$ cat config.mk
export PLATFORM = sky130hd
export DESIGN_NAME = quad_step_decoder
export DESIGN_NICKNAME = d
export VERILOG_FILES = /design/src/rtl/quad_step_decoder.sv
export SDC_FILE = /design/constraint.sdc
export NUM_CORES = 1
export LEC_CHECK = 0
export CORE_MARGIN = 2
export CORE_UTILIZATION = 43
export CTS_CLUSTER_SIZE = 8
export DETAILED_ROUTE_END_ITERATION = 6
export PLACE_DENSITY = 0.74
export SYNTH_ARGS = -nofsm -noshare
export SYNTH_HDL_FRONTEND = slang
export SYNTH_SLANG_ARGS = --single-unit
$ cat constraint.sdc
create_clock -name clock -period 2.61 [get_ports clock]
set_input_delay 0.522 -clock clock [delete_from_list [all_inputs] [get_ports clock]]
set_output_delay 0.522 -clock clock [all_outputs]
set_load 0.01 [all_outputs]
$ cat src/rtl/quad_step_decoder.sv
// Quadrature A/B front end: synchronises the phase inputs, decodes Gray-code steps into
// one-cycle up/down pulses, and keeps a loadable wrap-around position and a sticky error flag.
module quad_step_decoder #(
    parameter int unsigned WIDTH  = 8,
    parameter int unsigned SETTLE = 3
) (
    input  logic             clock,
    input  logic             clear_n,
    input  logic             a_in,
    input  logic             b_in,
    input  logic             enable,
    input  logic             load,
    input  logic [WIDTH-1:0] preset,
    output logic             up,
    output logic             down,
    output logic             dir,
    output logic             err,
    output logic [WIDTH-1:0] position
);

    localparam int unsigned CntW = $clog2(SETTLE + 1);

    logic             a_s1_q, a_s2_q, b_s1_q, b_s2_q;
    logic [1:0]       cur;
    logic [1:0]       prev_q;
    logic [CntW-1:0]  settle_q, settle_d;
    logic             settled;
    logic             step_fwd, step_rev, illegal;
    logic             up_q, up_d, down_q, down_d, dir_q, dir_d, err_q, err_d;
    logic [WIDTH-1:0] position_q, position_d;

    assign cur     = {a_s2_q, b_s2_q};
    assign settled = (settle_q == CntW'(SETTLE));

    // Phase written {A,B}; forward order is 00 -> 10 -> 11 -> 01 -> 00.
    always_comb begin
        step_fwd = 1'b0;
        step_rev = 1'b0;
        illegal  = 1'b0;
        if (settled) begin
            case ({prev_q, cur})
                4'b00_10, 4'b10_11, 4'b11_01, 4'b01_00: step_fwd = 1'b1;
                4'b00_01, 4'b01_11, 4'b11_10, 4'b10_00: step_rev = 1'b1;
                4'b00_11, 4'b11_00, 4'b10_01, 4'b01_10: illegal  = 1'b1;
                default: ;
            endcase
        end
    end

    always_comb begin
        settle_d   = settle_q;
        up_d       = enable & step_fwd;
        down_d     = enable & step_rev;
        dir_d      = dir_q;
        err_d      = err_q;
        position_d = position_q;

        if (!settled) begin
            settle_d = settle_q + CntW'(1);
        end

        if (enable && step_fwd) begin
            dir_d = 1'b1;
        end else if (enable && step_rev) begin
            dir_d = 1'b0;
        end

        // Load wins over counting and over a simultaneous illegal transition.
        if (load) begin
            position_d = preset;
            err_d      = 1'b0;
        end else begin
            if (enable && step_fwd) begin
                position_d = position_q + WIDTH'(1);
            end else if (enable && step_rev) begin
                position_d = position_q - WIDTH'(1);
            end
            if (illegal) begin
                err_d = 1'b1;
            end
        end
    end

    always_ff @(posedge clock or negedge clear_n) begin
        if (!clear_n) begin
            a_s1_q     <= 1'b0;
            a_s2_q     <= 1'b0;
            b_s1_q     <= 1'b0;
            b_s2_q     <= 1'b0;
            prev_q     <= 2'b00;
            settle_q   <= '0;
            up_q       <= 1'b0;
            down_q     <= 1'b0;
            dir_q      <= 1'b0;
            err_q      <= 1'b0;
            position_q <= '0;
        end else begin
            a_s1_q     <= a_in;
            a_s2_q     <= a_s1_q;
            b_s1_q     <= b_in;
            b_s2_q     <= b_s1_q;
            prev_q     <= cur;
            settle_q   <= settle_d;
            up_q       <= up_d;
            down_q     <= down_d;
            dir_q      <= dir_d;
            err_q      <= err_d;
            position_q <= position_d;
        end
    end

    assign up       = up_q;
    assign down     = down_q;
    assign dir      = dir_q;
    assign err      = err_q;
    assign position = position_q;

endmodule

==> metrics.txt, run 1 <==
TritonCTS clock tree=done; Die Width=between 50 and 60 um; antenna violations before repair=0; DRT Pass-1 Iters=4; multi-input logic area=571 um^2; async set-or-reset flop fraction in the synthesized netlist=between 90% and 100%; GP Congestion=around 0.84; slowest stage delay, CP=about 0.48 ns; Clk Latency, worst-skew pair=slightly above 0.3 ns; core area=0.00243 mm^2; critical path required time=around 2.8 ns; endpoints failing setup=0; Layout Skew=between 0.008 and 0.009 ns; Routed met2 length=1130 um; count of unique library cells instantiated by Yosys=32; dominant cells by area after synthesis=dfrtp_1 (46%), ha_1 (9.3%), xor2_1 (4.9%); starting density of the core=44.3%; CP bufs+invs=2; top cell family by delay on the critical path=buffers and inverters; clock root cell=clkbuf_4; num rows=18; post-layout min period=about 2.5 ns; worst r2r path cells=9; Hold Violations, Final=0; Worst Setup Start Kind=input pin; drt total wl=~2200 um; number of synthesized flops with an enable pin=0; Cell Area, Synth=between 0.001 and 0.0015 mm^2; top routing layer used=met4; most instantiated library cell after synthesis=dfrtp_1; clk slew on worst S/H paths=around 0.12 ns; htree depth=1; synth cell count leaders=dfrtp_1 (20), ha_1 (8), nand2_1 (7); Layout fillers=213; Post-DP HPWL=between 1500 and 2000 um; nets=around 150; number of nets with antenna violations after routing=0; fin area=0.00150 mm^2; reg2reg setup slack=0.14 ns; metal3 WL=just under 80 um; Ys Warns=0; CP Capture Type=register; Max VDD drop=~0.40 mV; area leader, netlist=dfrtp_1; Storage cell area=500 um^2; PD cells=705 mW/mm^2; CTS sink count=20; first-pass GRT wire length=3520 um; period utilization=a little over nine tenths; Setup Crit Path Kind=input pin to register; die height=about 54 um; Hold Path Class=register to register; max cap viols=0; DRT met1 WL=about 960 um; FF+latch count, synth=20; worst reg2reg startpoint=a_s2_q$_DFF_PN0_; number of remaining DRC errors=0; WHS=0.361 ns; crit path DAT=between 2 and 3 ns; CP cell instances=clkdlybuf4s50_1 -> nand4_1 -> buf_4 -> ha_1 -> a211oi_1 -> o21ai_0 -> xor2_1 -> mux2_4 -> mux2_2; Synth Area per Inst=roughly 12 um^2; area growth from synthesis to layout=38.6%; layout cells sized above 1=around 20%; Slew Viols, Final=0; post-DR vias/cell=approximately 5.2; Hold Path Sink=b_s2_q$_DFF_PN0_; Die Area=0.00292 mm^2; All-Layer GR Usage=17.2%; Worst Hold Depth=0; CP max stage cell=clkdlybuf4s50_1; syn nets=~120; Initial DRC Count=12; Max clock buf depth=2; CTS buffer count=3; grt total ovfl=0; Yosys top cell area share=46.4%; critical path fanouts, max=5; Seq/Total Area, Yosys=between 40 and 50%; IO Count=26; # diodes=0; Hold Crit Start=b_s1_q$_DFF_PN0_; f_max=398 MHz; status=finished, final reports clean; Worst-Margin Slew=around 0.34 ns; via count=around 840; Slew headroom=between 70 and 80%; Cells after Synth=93; top_reg_cell synth=dfrtp_1; WL/cell=~14 um; leakage power figure=0.656 nW; vias in the first global route=810; largest net degree at the start of global routing=21; IO Port Bufs=25; Placed Area=approximately 0.0014 mm^2; Crit Reg-Reg Endpoint=position[5]$_DFFE_PN0P_
[worst register-to-register path: cells and delay by family (launching register included)]
family,cells,cell delay (ns)
flops,1,0.43
mux,2,0.55
xor+xnor,2,0.39
compound gates,2,0.39
buf+inv,1,0.19
simple gates,1,0.14
fa+ha+maj,1,0.28
[report_power, final]
group / leakage [nW] / switching (mW) / internal, mW / total [mW]
registers: 0.235 / 0.0388 / 0.348 / 0.386
logic: 0.393 / 0.170 / 0.242 / 0.413
clock network: 0.0279 / 0.100 / 0.155 / 0.256
total: 0.656 / 0.310 / 0.745 / 1.05
[through the flow]
step / power (mW) / utilization [%] / TNS [ns] / worst slack (ns) / instances
global route: 1.12 / 61.5 / -0.0525 / -0.0525 / 160
CTS: 1.05 / 60.6 / 0 / 0.0634 / 159
detailed placement: 0.792 / 58.5 / -1.10 / -0.290 / 155
floorplan: 0.623 / - / 0 / 0.0657 / 93
finish: 1.05 / 61.5 / 0 / 0.0976 / 160
global placement: 0.777 / 58.5 / -0.855 / -0.220 / 155
[cell families (layout without fill, tap and decap cells)]
logic type	Yosys count	in the layout	share of synthesized area [%]
AOI/OAI and AO/OA	21	21	11.9
xor gates and xnor gates	11	11	8.93
adders and majority gates	9	9	11.1
buffers and inverters	4	41	1.86
DFF	20	20	46.4
muxes	8	8	9.28
and+or+nand+nor	20	20	10.4
[metal layers]
layer,global-route usage [%],vias to the layer above
met3,3.33,4
met1,19.2,407
met2,31.3,18
met5,0,-
met4,7.92,0
li1,-,409
[cell type report]
| cell class | count | share of cell area (%) |
|---|---|---|
| multi-input combinational | 69 | 38.2 |
| sequential | 20 | 33.5 |
| timing repair buffer | 35 | 21.8 |
| tap | 30 | 2.51 |
| clock inverter | 1 | 2.01 |
| clock buffer | 3 | 1.51 |
| inverter | 2 | 0.586 |
[state kept, by name (all words and copies together) (netlist names)]
| register | cells |
|---|---|
| a_s1_q | 1 |
| a_s2_q | 1 |
| b_s1_q | 1 |
| b_s2_q | 1 |
| dir | 1 |
| down | 1 |
| err | 1 |
| position | 8 |
| prev_q | 2 |
| settle_q | 2 |
| up | 1 |
[timing repair]
action | 4_1_cts | 5_1_grt
endpoints found under the setup margin | 0 | 4
hold buffers | 0 | 0
gates resized for setup | 0 | 1
setup buffers | 0 | 1
[cells in the final DEF (no fill, tap or decap)]
cell type        Yosys  routed
a211oi_1             1       1
a21o_1               2       2
a21oi_1              6       6
a22oi_1              1       1
a311o_1              1       1
a31oi_1              1       1
and2_1               1       1
buf_4                1      10
bufinv_16            0       1
clkbuf_4             0       3
clkdlybuf4s50_1      0      25
clkinv_2             1       1
dfrtp_1             20      20
fa_1                 1       1
ha_1                 8       7
ha_4                 0       1
inv_2                1       1
mux2_2               4       4
mux2_4               3       3
mux2i_1              1       1
nand2_1              7       7
nand2b_1             2       2
nand4_1              2       2
nor2_1               2       2
nor2_4               1       1
nor2b_1              1       1
nor3_1               1       1
o211ai_1             1       1
o21ai_0              6       6
o31ai_1              2       2
or3_1                1       1
or3_4                1       1
or4_1                1       1
xnor2_1              5       5
xor2_1               6       6
[worst max path at each step]
stage / start / endpoint / slack (ns) / cells after the start
finish: enable / position[5]$_DFFE_PN0P_ / 0.1 / 9
global route: b_s2_q$_DFF_PN0_ / position[5]$_DFFE_PN0P_ / -0.05 / 9
CTS: enable / position[5]$_DFFE_PN0P_ / 0.06 / 8
detailed placement: enable / position[5]$_DFFE_PN0P_ / -0.29 / 8
floorplan: b_s2_q$_DFF_PN0_ / position[5]$_DFFE_PN0P_ / 0.07 / 8
global placement: enable / position[5]$_DFFE_PN0P_ / -0.22 / 8
No activity file was read; power rests on OpenSTA's default activity.
==> run 2, diff against run 1 <==
- CORE_UTILIZATION: 43 -> 52
- PLACE_DENSITY: 0.74 -> 0.83
- clock period: 2.61 -> 3.2 ns (I/O delays scaled with it)
==> metrics.txt, run 2 (same netlist as run 1, synthesis figures left out) <==
worst r2r path cells=8 (-1); grt total ovfl=0 (unchanged); TritonCTS clock tree=done; Hold Path Class=register to register; status=finished, final reports clean; Clk Latency, worst-skew pair=0.31 ns (about the same); PD cells=585 mW/mm^2 (-17%); critical path fanouts, max=6 (+1); max cap viols=0 (unchanged); via count=806 (-3.8%); WL/cell=13.5 um (-2.3%); reg2reg setup slack=0.59 ns (+0.45 ns); Die Area=0.00245 mm^2 (-16%); Crit Reg-Reg Endpoint=position[5]$_DFFE_PN0P_; Hold Violations, Final=0 (unchanged); largest net degree at the start of global routing=21 (unchanged); Layout Skew=0.00742 ns (-0.00139 ns); fin area=0.00141 mm^2 (-5.6%); IO Count=26 (unchanged); Slew headroom=42.9% (-34 points); Worst-Margin Slew=0.854 ns (+0.516 ns); starting density of the core=55.0% (+11 points); Fin Setup TNS=0 ns (unchanged); CTS buffer count=3 (unchanged); area growth from synthesis to layout=30.9%; htree depth=1 (unchanged); first-pass GRT wire length=3570 um (+1.4%); Max VDD drop=0.380 mV (-4.0%); GP Congestion=0.784 (-6.9%); Setup Crit Path Kind=input pin to register; core area=0.00196 mm^2 (-19%); post-cts gate resize count=0 (unchanged); Worst Setup Start Kind=input pin; vias in the first global route=822 (+1.5%); worst reg2reg startpoint=settle_q[0]$_DFFE_PN0P_; die height=49.5 um (-8.4%); CTS sink count=20 (unchanged); clk slew on worst S/H paths=0.12 ns (about the same); leakage power figure=0.613 nW (-6.5%); number of remaining DRC errors=0 (unchanged); Largest register FFs=8 (unchanged); drt total wl=2000 um (-9.7%); nets=145 (-5.8%); layout cells sized above 1=13.2% (-6.8 points); RSZ-0062 raised after global routing=no; critical path required time=3.41 ns (+0.59 ns); DRT Pass-1 Iters=4 (unchanged); Hold Crit Start=b_s1_q$_DFF_PN0_; num rows=16 (-2); antenna violations before repair=0 (unchanged); f_max=roughly 370 MHz; Overall Power=0.825 mW (-22%); Die Width=49.5 um (-8.4%); clock root cell=clkbuf_4; post-DR vias/cell=5.45 (+4.0%); most common cell after layout, fill and taps aside=clkdlybuf4s50_1; Worst Hold Depth=0 (unchanged); All-Layer GR Usage=19.1% (+1.8 points); CTS hold repair buffers=0 (unchanged); Hold Path Sink=b_s2_q$_DFF_PN0_; Slew Viols, Final=0 (unchanged); Max clock buf depth=2 (unchanged); crit path DAT=2.94 ns (+0.22 ns); # diodes=0 (unchanged); IO Port Bufs=25 (unchanged); CP Capture Type=register; Placed Area=0.00136 mm^2 (-4.5%); most frequent cells in the layout=clkdlybuf4s50_1 (25), dfrtp_1 (20), ha_1 (8); period utilization=between 80% and 90%; endpoints failing setup=0 (unchanged); number of nets with antenna violations after routing=0 (unchanged); post-CTS setup buffer count=0 (unchanged); post-layout min period=2.74 ns; Initial DRC Count=13 (+1); Post-DP HPWL=1530 um (-8.0%)
==> run 2: worst max path at each step <==
stage                     startpoint  cells after the start                       to
final                         enable                      8  position[5]$_DFFE_PN0P_
after global placement        enable                      8  position[5]$_DFFE_PN0P_
after detailed placement      enable                      8  position[5]$_DFFE_PN0P_
after CTS                     enable                      8  position[5]$_DFFE_PN0P_
after floorplan               enable                      7  position[5]$_DFFE_PN0P_
after global routing          enable                      8  position[7]$_DFFE_PN0P_
==> run 2: layout make-up <==
type	count	area, um^2
clock buffers	3	22.5
clock inverters	1	30.0
fillers	157	551
inverters	2	8.76
multi-input cells	69	558
flip-flops and latches	20	500
well taps	27	33.8
repair buffers	26	258
==> run 2: power by group <==
| part | total, mW | internal, mW | switching (mW) |
|---|---|---|---|
| sequential | 0.314 | 0.284 | 0.0302 |
| clock | 0.207 | 0.127 | 0.0801 |
| combinational | 0.305 | 0.172 | 0.133 |
==> run 2: critical path, stage by stage <==
cell and delay [ns]:
clkdlybuf4s50_1 0.48, nand4_1 0.26, ha_1 0.49, o211ai_1 0.12, o21ai_0 0.32, xor2_1 0.12, mux2_4 0.28, mux2_2 0.25
==> run 2: through the flow <==
stage               cells  worst slack [ns]  hold WS, ns  util, %
finish                148             0.464        0.370     71.9
global route          148             0.313        0.380     71.9
CTS                   148             0.434        0.372     71.9
detailed placement    144             0.131        0.347     69.3
global placement      144             0.216        0.334     69.3
floorplan              93             0.642        0.331        -
==> run 2: per-layer routing <==
metal,vias up,part of all wire (%),track usage (%)
li1,390,-,-
met1,385,43,23.8
met2,26,51,31.8
met3,5,3.6,3.03
met4,0,2.4,9.72
met5,-,0,0
==> run 3, diff against run 2 <==
- GPL_ROUTABILITY_DRIVEN: not set -> 0
- SETUP_SLACK_MARGIN: not set -> 0.1
==> results of run 3 <==
The final DEF is identical to that of run 2; final timing and power are the same.
